--- src/rtl/load_store_unit.sv ---
// Load/store unit: one request at a time, word-addressed data memory,
// read-modify-write for SB/SH, sign/zero extension of load data.
module load_store_unit #(
    parameter int MEM_WORDS = 1024,
    parameter int IDX_W     = 10
) (
    input  logic        clk,
    input  logic        rst,
    input  logic        req_valid,
    output logic        req_ready,
    input  logic        req_store,
    input  logic [2:0]  req_funct3,
    input  logic [31:0] req_addr,
    input  logic [31:0] req_wdata,
    output logic        resp_valid,
    input  logic        resp_ready,
    output logic [31:0] resp_rdata,
    output logic        resp_err,
    output logic [31:0] mem_addr,
    output logic [31:0] mem_wdata,
    output logic        mem_rwenable,
    output logic        mem_rwset,
    output logic [2:0]  mem_funct3,
    input  logic [31:0] mem_rdata
);

    typedef enum logic [2:0] {IDLE, READ, RWAIT, WRITE, RESP} state_t;

    state_t            state, state_next;
    logic              store_q;
    logic [2:0]        funct3_q;
    logic [IDX_W-1:0]  idx_q;
    logic [1:0]        off_q;
    logic [31:0]       word_q;
    logic [31:0]       rdata_q;
    logic              err_q;
    logic              req_err;

    function automatic logic access_err(input logic st, input logic [2:0] f3,
                                        input logic [31:0] addr);
        logic bad;
        bad = (f3 == 3'b011) || (f3 == 3'b110) || (f3 == 3'b111);
        bad |= st && f3[2];
        bad |= (f3[1:0] == 2'b01) && addr[0];
        bad |= (f3[1:0] == 2'b10) && (addr[1:0] != 2'b00);
        bad |= ({2'b00, addr[31:2]} >= 32'(MEM_WORDS));
        return bad;
    endfunction

    function automatic logic [31:0] extract(input logic [2:0] f3, input logic [1:0] off,
                                            input logic [31:0] w);
        logic [7:0]  b;
        logic [15:0] h;
        b = 8'(w >> {off, 3'b000});
        h = off[1] ? w[31:16] : w[15:0];
        case (f3)
            3'b000:  return {{24{b[7]}}, b};
            3'b100:  return {24'h0, b};
            3'b001:  return {{16{h[15]}}, h};
            3'b101:  return {16'h0, h};
            default: return w;
        endcase
    endfunction

    // Store data is kept in word_q until the old word arrives, then replaced by the merge.
    function automatic logic [31:0] merge(input logic [2:0] f3, input logic [1:0] off,
                                          input logic [31:0] w, input logic [31:0] d);
        logic [31:0] m;
        m = w;
        case (f3[1:0])
            2'b00:   m[{off, 3'b000} +: 8] = d[7:0];
            2'b01:   m[{off[1], 4'b0000} +: 16] = d[15:0];
            default: m = d;
        endcase
        return m;
    endfunction

    assign req_err = access_err(req_store, req_funct3, req_addr);

    always_ff @(posedge clk or posedge rst) begin
        if (rst) begin
            state    <= IDLE;
            store_q  <= 1'b0;
            funct3_q <= '0;
            idx_q    <= '0;
            off_q    <= '0;
            word_q   <= '0;
            rdata_q  <= '0;
            err_q    <= 1'b0;
        end else begin
            state <= state_next;
            case (state)
                IDLE: begin
                    if (req_valid) begin
                        store_q  <= req_store;
                        funct3_q <= req_funct3;
                        idx_q    <= req_addr[IDX_W+1:2];
                        off_q    <= req_addr[1:0];
                        word_q   <= req_wdata;
                        rdata_q  <= '0;
                        err_q    <= req_err;
                    end
                end
                RWAIT: begin
                    if (store_q) begin
                        word_q <= merge(funct3_q, off_q, mem_rdata, word_q);
                    end else begin
                        rdata_q <= extract(funct3_q, off_q, mem_rdata);
                    end
                end
                RESP: begin
                    if (resp_ready) begin
                        rdata_q <= '0;
                        err_q   <= 1'b0;
                    end
                end
                default: ;
            endcase
        end
    end

    always_comb begin
        state_next   = state;
        req_ready    = 1'b0;
        resp_valid   = 1'b0;
        mem_addr     = '0;
        mem_wdata    = '0;
        mem_rwenable = 1'b0;
        mem_rwset    = 1'b0;
        mem_funct3   = '0;
        case (state)
            IDLE: begin
                req_ready = 1'b1;
                if (req_valid) begin
                    if (req_err) begin
                        state_next = RESP;
                    end else if (req_store && (req_funct3 == 3'b010)) begin
                        state_next = WRITE;
                    end else begin
                        state_next = READ;
                    end
                end
            end
            READ, RWAIT: begin
                mem_rwenable = 1'b1;
                mem_funct3   = 3'b010;
                mem_addr     = {{(32-IDX_W){1'b0}}, idx_q};
                if (state == READ) begin
                    state_next = RWAIT;
                end else begin
                    state_next = store_q ? WRITE : RESP;
                end
            end
            WRITE: begin
                mem_rwenable = 1'b1;
                mem_rwset    = 1'b1;
                mem_funct3   = 3'b010;
                mem_addr     = {{(32-IDX_W){1'b0}}, idx_q};
                mem_wdata    = word_q;
                state_next   = RESP;
            end
            RESP: begin
                resp_valid = 1'b1;
                if (resp_ready) begin
                    state_next = IDLE;
                end
            end
            default: state_next = IDLE;
        endcase
    end

    assign resp_rdata = rdata_q;
    assign resp_err   = err_q;

endmodule

--- config.mk ---
export PLATFORM = sky130hd
export DESIGN_NAME = load_store_unit
export DESIGN_NICKNAME = d
export VERILOG_FILES = /design/src/rtl/load_store_unit.sv
export SDC_FILE = /design/constraint.sdc
export NUM_CORES = 1
export LEC_CHECK = 0
export BUFFER_PORTS_ARGS = -buffer_cell sky130_fd_sc_hd__buf_2
export CAP_MARGIN = 0
export CELL_PAD_IN_SITES_DETAIL_PLACEMENT = 1
export CELL_PAD_IN_SITES_GLOBAL_PLACEMENT = 1
export CORE_MARGIN = 2
export CORE_UTILIZATION = 30
export CTS_CLUSTER_SIZE = 16
export DETAILED_ROUTE_END_ITERATION = 12
export PLACE_DENSITY = 0.73
export REMOVE_ABC_BUFFERS = 1
export SYNTH_ARGS = -nofsm -noshare
export SYNTH_HDL_FRONTEND = slang
export SYNTH_SLANG_ARGS = --single-unit
--- constraint.sdc ---
create_clock -name clk -period 4.9 [get_ports clk]
set_clock_uncertainty 0.05 [all_clocks]
set_input_delay 0.245 -clock clk [delete_from_list [all_inputs] [get_ports clk]]
set_output_delay 0.245 -clock clk [all_outputs]
set_load 0.1 [all_outputs]
## After elaboration in Yosys (flattened, before gate mapping)

Index checks and enable logic that the tools add are counted.

- Add/sub/neg operators: 2
- $lt $le $gt $ge: 1
- Eq/ne operators: 19
- Shift-type cells: 5
- Muxes and demuxes: 29
- Bitwise logic cells: 4
- Reductions and logical operators: 20

Operators by type and width:

| kind | count |
|---|---|
| 32-bit 2-to-1 mux | 6 |
| 32-bit case mux with 2 select lines | 2 |
| 32-bit case mux with 4 select lines | 1 |
| 32-bit case mux with 3 select lines | 1 |
| 32-bit bitwise mux | 2 |
| 16-bit by 7-bit variable shift with 32-bit output, first input constant | 1 |
| 8-bit by 7-bit variable shift with 32-bit output, first input constant | 1 |
| 16-bit by 7-bit indexed part select with 32-bit output | 1 |
| 8-bit by 7-bit indexed part select with 32-bit output | 1 |
| 32-bit by 5-bit >> shifter with 8-bit output | 1 |
| 30-bit by 11-bit greater-or-equal comparator with 1-bit output, second input constant | 1 |
| 16-bit 2-to-1 mux | 1 |
| 3-bit equality test, second input constant | 5 |
| 3-bit 2-to-1 mux | 5 |
| 5-bit negator with 7-bit output | 2 |
| 3-bit by 2-bit equality test with 1-bit output, second input constant | 4 |
| 3-bit case mux with 4 select lines | 1 |
| 10-bit 2-to-1 mux | 1 |
| 2-bit != test, second input constant | 4 |
| 4-bit AND reduction | 2 |
| 3-bit by 1-bit equality test with 1-bit output, second input constant | 2 |
| 3-bit logical NOT | 2 |
| 1-bit 2-to-1 mux | 6 |
| 2-bit nonzero test | 3 |
| other kinds (14) | 24 |

- Register bits after elaboration: 84
- Bits of input ports: 104
- Output and inout port bits: 104
- Logic and storage cells: 88

## Logic depth before layout (Yosys ltp)

- Depth in word-level cells: 10
- Mapped depth: 9
- Depth with buffers taken out: 6

## Worst setup path before layout

No wires, ideal clock.

- Path kind: flip-flop to flip-flop
- Start point: register state[2]
- End point: register funct3_q[2]
- Setup time: 117 ps
- Data arrival time: 3598 ps
- Data required time: 4733 ps
- Setup slack: 1135 ps
- Cell stages (with the launch flop): 7
- Path buffers: 2
- Period minus slack after synthesis: 3765 ps
- Cells stage by stage: dfrtp_1 > clkbuf_1 > nor3_1 > nand2_1 > clkbuf_1 > nand2_1 > nand2_1

- Cells in the longest elaborated chain, start to end: 2

RTL lines:

| what | line | source |
|---|---|---|
| start, declared | 29 | `state_t state, state_next;` |
| start signal, assigned | 91 | `state <= state_next;` |
| 3-bit logical NOT | 92 | `case (state)` |
| 2-bit AND reduction (no source line) | - |  |
| end signal, assigned | 96 | `funct3_q <= req_funct3;` |
| end, declared | 31 | `logic [2:0] funct3_q;` |

No other way between the ends.
A chain may end at the register's enable or synchronous reset.

## Final worst setup path

- Start point: register state[2]
- End point: register rdata_q[29] (netlist: resp_rdata[29])

- Cells in the longest elaborated chain, start to end: 3
- Elaborated cells on any way between the ends: 9
- Classes of those cells: eq/ne: 5; mux: 1; reduce/logical: 3

RTL lines:

| what | line | source |
|---|---|---|
| 3-bit by 2-bit equality test with 1-bit output (tied with other cells) | 92 |  |
| 2-bit != test (no source line) / 3-bit nonzero test (equally long branches) | - |  |
| 4-bit AND reduction (no source line) | - |  |
| end signal, assigned | 108 | `rdata_q <= extract(funct3_q, off_q, mem_rdata);` |
| end, declared | 35 | `logic [31:0] rdata_q;` |

Parallel ways exist; a longest one is shown, timed or not.

==> out/results.ini <==
[placement]
gp_congestion = 0.8412
dp.cells = 937
place_ws_ns = 1.938
dp_hpwl_um = 14230
port_buffers = 183

[setup_path]
crit_type = reg -> reg
endpoint_kind = flip-flop
worstPathMaxFanout = 55
reg2reg_slack_ns = 1.89
worstPathRequired_ns = 5.13
path_cells = or3b_2 > buf_4 > nor2_2 > nor4b_4 > a221o_1
cp.arrival_ns = 3.24
r2r_cells = 5
max_stage_delay_ns = 0.85
cp-start-kind = flip-flop
slowest_stage = nor4b_4
r2r_start = state[2]
worstReg2RegEnd = resp_rdata[29]

[cts]
root_buffer = clkbuf_16
htree_levels = 3
cts_tree = built
cts_buffers = 9
clockBufferDepth = 2
cts_num_sinks = 84
clk-insertion-delay-late_ns = 0.35
clk_pin_slew_worst_paths_ns = 0.07

[floorplanning]
io_pins = 208
initial_core_util_pct = 30.79
coreArea_um2 = 17300
num_rows = 48
die_height_um = 137.2
fp.dieArea_um2 = 18830
die_w_um = 137.2

[layout]
layout.nets = 833
syn2layout_area_growth_pct = 23.71
layout-drive-gt1-share_pct = 31.59
area.sequential_um2 = 2102
multi_input_area_um2 = 2868
nFillCells = 2079
diodes = 0
final_cells = 953

[routing]
post_drt_wl_per_cell_um = 20.50
vias_per_cell = 5.361
routed_wl_um = 19540
final_antenna_net_count = 0
firstDrtPassIters = 5
vias = 5109
drc = 0
drtIter0Drc = 521

[sta]
max_slew_margin_pct = 26.98
clock.fmax_ghz = 0.3317
grt_setup_unrepaired = false
slew_violations = 0
post-route-period-util_pct = 61.53
finalWorstPathRequiredPeriod_ns = 3.015
setup_ws_ns = 1.885
setup_viol = 0
hold_viol = 0
worst_pin_slew_ns = 1.093
finalSetupTns_ns = 0

[power_and_ir_drop]
peakVddDrop_uv = 282.6
leakagePower_uw = 0.003254
cellPowerDensity_nw_per_um2 = 330.8

[synth]
synth_edf_count = 0
synth_area_um2 = 5325
synth.avg_cell_area_um2 = 9.408
synth-async-reset-ratio_pct = 100.0
ys_types = 56
syn-instance-count = 566
yosys_warnings = 0
synth_ff_type = dfrtp_1
synth_seq_area_share_pct = 39.47
ys_ff_latch = 84

[min_path]
hp-class = in -> reg
hold_path_depth = 3
hold-path-endpoint = idx_q[3]
hp-start = req_addr[5]

[grt]
grt_start_max_net_pins = 56
antenna_found_initial = 0
grt_usage_pct = 21.05
first_global_vias = 5071
gr-total-overflow = 0
grt_pass1_wl_um = 29770

[run_status]
status = finished clean

[flow_run]
drv_cap = 0

state kept, by name (all words and copies together) (netlist names):
name        cells
state           3
word_q         32
idx_q          10
resp_err        1
funct3_q        3
store_q         1
resp_rdata     32
off_q           2
cell type report:
| cell class | instances | area share, % |
|---|---|---|
| clock buffers | 9 | 3.419 |
| clock inverters | 6 | 0.9687 |
| inverters | 14 | 0.8167 |
| multi-input cells | 422 | 43.53 |
| flip-flops and latches | 84 | 31.91 |
| well taps | 225 | 4.274 |
| repair buffers | 193 | 15.08 |
worst max-delay path: cells and delay by family, from the launching register on:
family | cells | cell delay [ns]
AND/OR/NAND/NOR | 3 | 1.79
flip-flops | 1 | 0.54
buffers and inverters | 1 | 0.31
AO/OA/AOI/OAI | 1 | 0.23
cells by family (layout without fill, tap and decap cells):
| group | after synthesis | count (layout) | share of synthesized area (%) |
|---|---|---|---|
| other | 1 | 24 | 0.07042 |
| DFF | 84 | 84 | 39.47 |
| adders and majority gates | 5 | 5 | 1.175 |
| and+or+nand+nor | 198 | 198 | 20.79 |
| buffers and inverters | 83 | 222 | 8.459 |
| muxes | 36 | 36 | 7.401 |
| AOI/OAI and AO/OA | 159 | 159 | 22.63 |
through the flow:
step                util [%]  power [µW]  cell area (µm²)  hold slack (ns)
floorplan                  -        1283             5014           0.3004
global placement       36.36        1484             6289           0.3672
detailed placement     36.36        1494             6289           0.3735
CTS                    38.09        2189             6588          0.02270
global route           38.09        2292             6588          0.03972
finish                 38.09        2179             6588          0.02967
Yosys cell counts, drive strengths merged, types with 6 or more instances:
cell type  count  share of area (%)
nand2         46                3.2
a2111oi        6               0.99
a221o         16                3.0
buf           44                5.7
a221oi        28                4.6
mux2          17                3.6
dfrtp         84                 39
clkbuf        25                1.8
o31ai          8                1.1
nor3           8               0.94
a21oi         28                2.7
o41ai          8                1.3
nand2b        14                1.6
a211oi        10                1.6
o21ai         23                2.2
and2          49                5.8
nand4b         8                1.3
inv           14               0.99
mux2i         18                3.4
nor2          37                2.7
nand3          9               0.85
a211o         14                2.3
a22o          10                1.6
repair_timing:
item / in CTS / in global routing
hold buffers: 1 / 0
buffers inserted: 0 / 0
resized for setup: 0 / 0
hold endpoints to repair: 6 / 0
where the power goes:
group,total [µW],switching [µW],leakage [µW],internal (µW)
Combinational,618,421,0.00205,196
Sequential,870,91.4,0.00106,778
Clock,692,299,0.000138,392
Total,2180,812,0.00325,1370
metal layers:
metal | global-route usage (%) | wire length, µm | part of all wire, %
met2 | 32.67 | 9167 | 47
met1 | 30.19 | 8831 | 45
met4 | 6.186 | 313 | 1.6
met5 | 0 | 0 | 0
met3 | 3.348 | 1228 | 6.3
placed cells by master, fill, tap and decap left out, types with 16 or more instances in the layout:
cell type	n
a21oi_1	27
a221o_1	16
a221oi_1	28
and2_1	49
buf_2	183
conb_1	24
dfrtp_1	84
mux2i_1	18
nand2_1	46
nor2_1	36
o21ai_0	20
worst max path at each step:
| stage | cells past startpoint | endpoint | slack (ns) | start |
|---|---|---|---|---|
| finish | 5 | resp_rdata[29] | 1.89 | state[2] |
| floorplan | 3 | mem_addr[0] | 0.32 | state[0] |
| global placement | 5 | resp_rdata[27] | 1.99 | state[2] |
| global route | 5 | resp_rdata[22] | 1.69 | state[2] |
| detailed placement | 5 | resp_rdata[25] | 1.94 | state[2] |
| CTS | 5 | resp_rdata[29] | 1.91 | state[2] |
No activity file was read; power rests on OpenSTA's default activity.
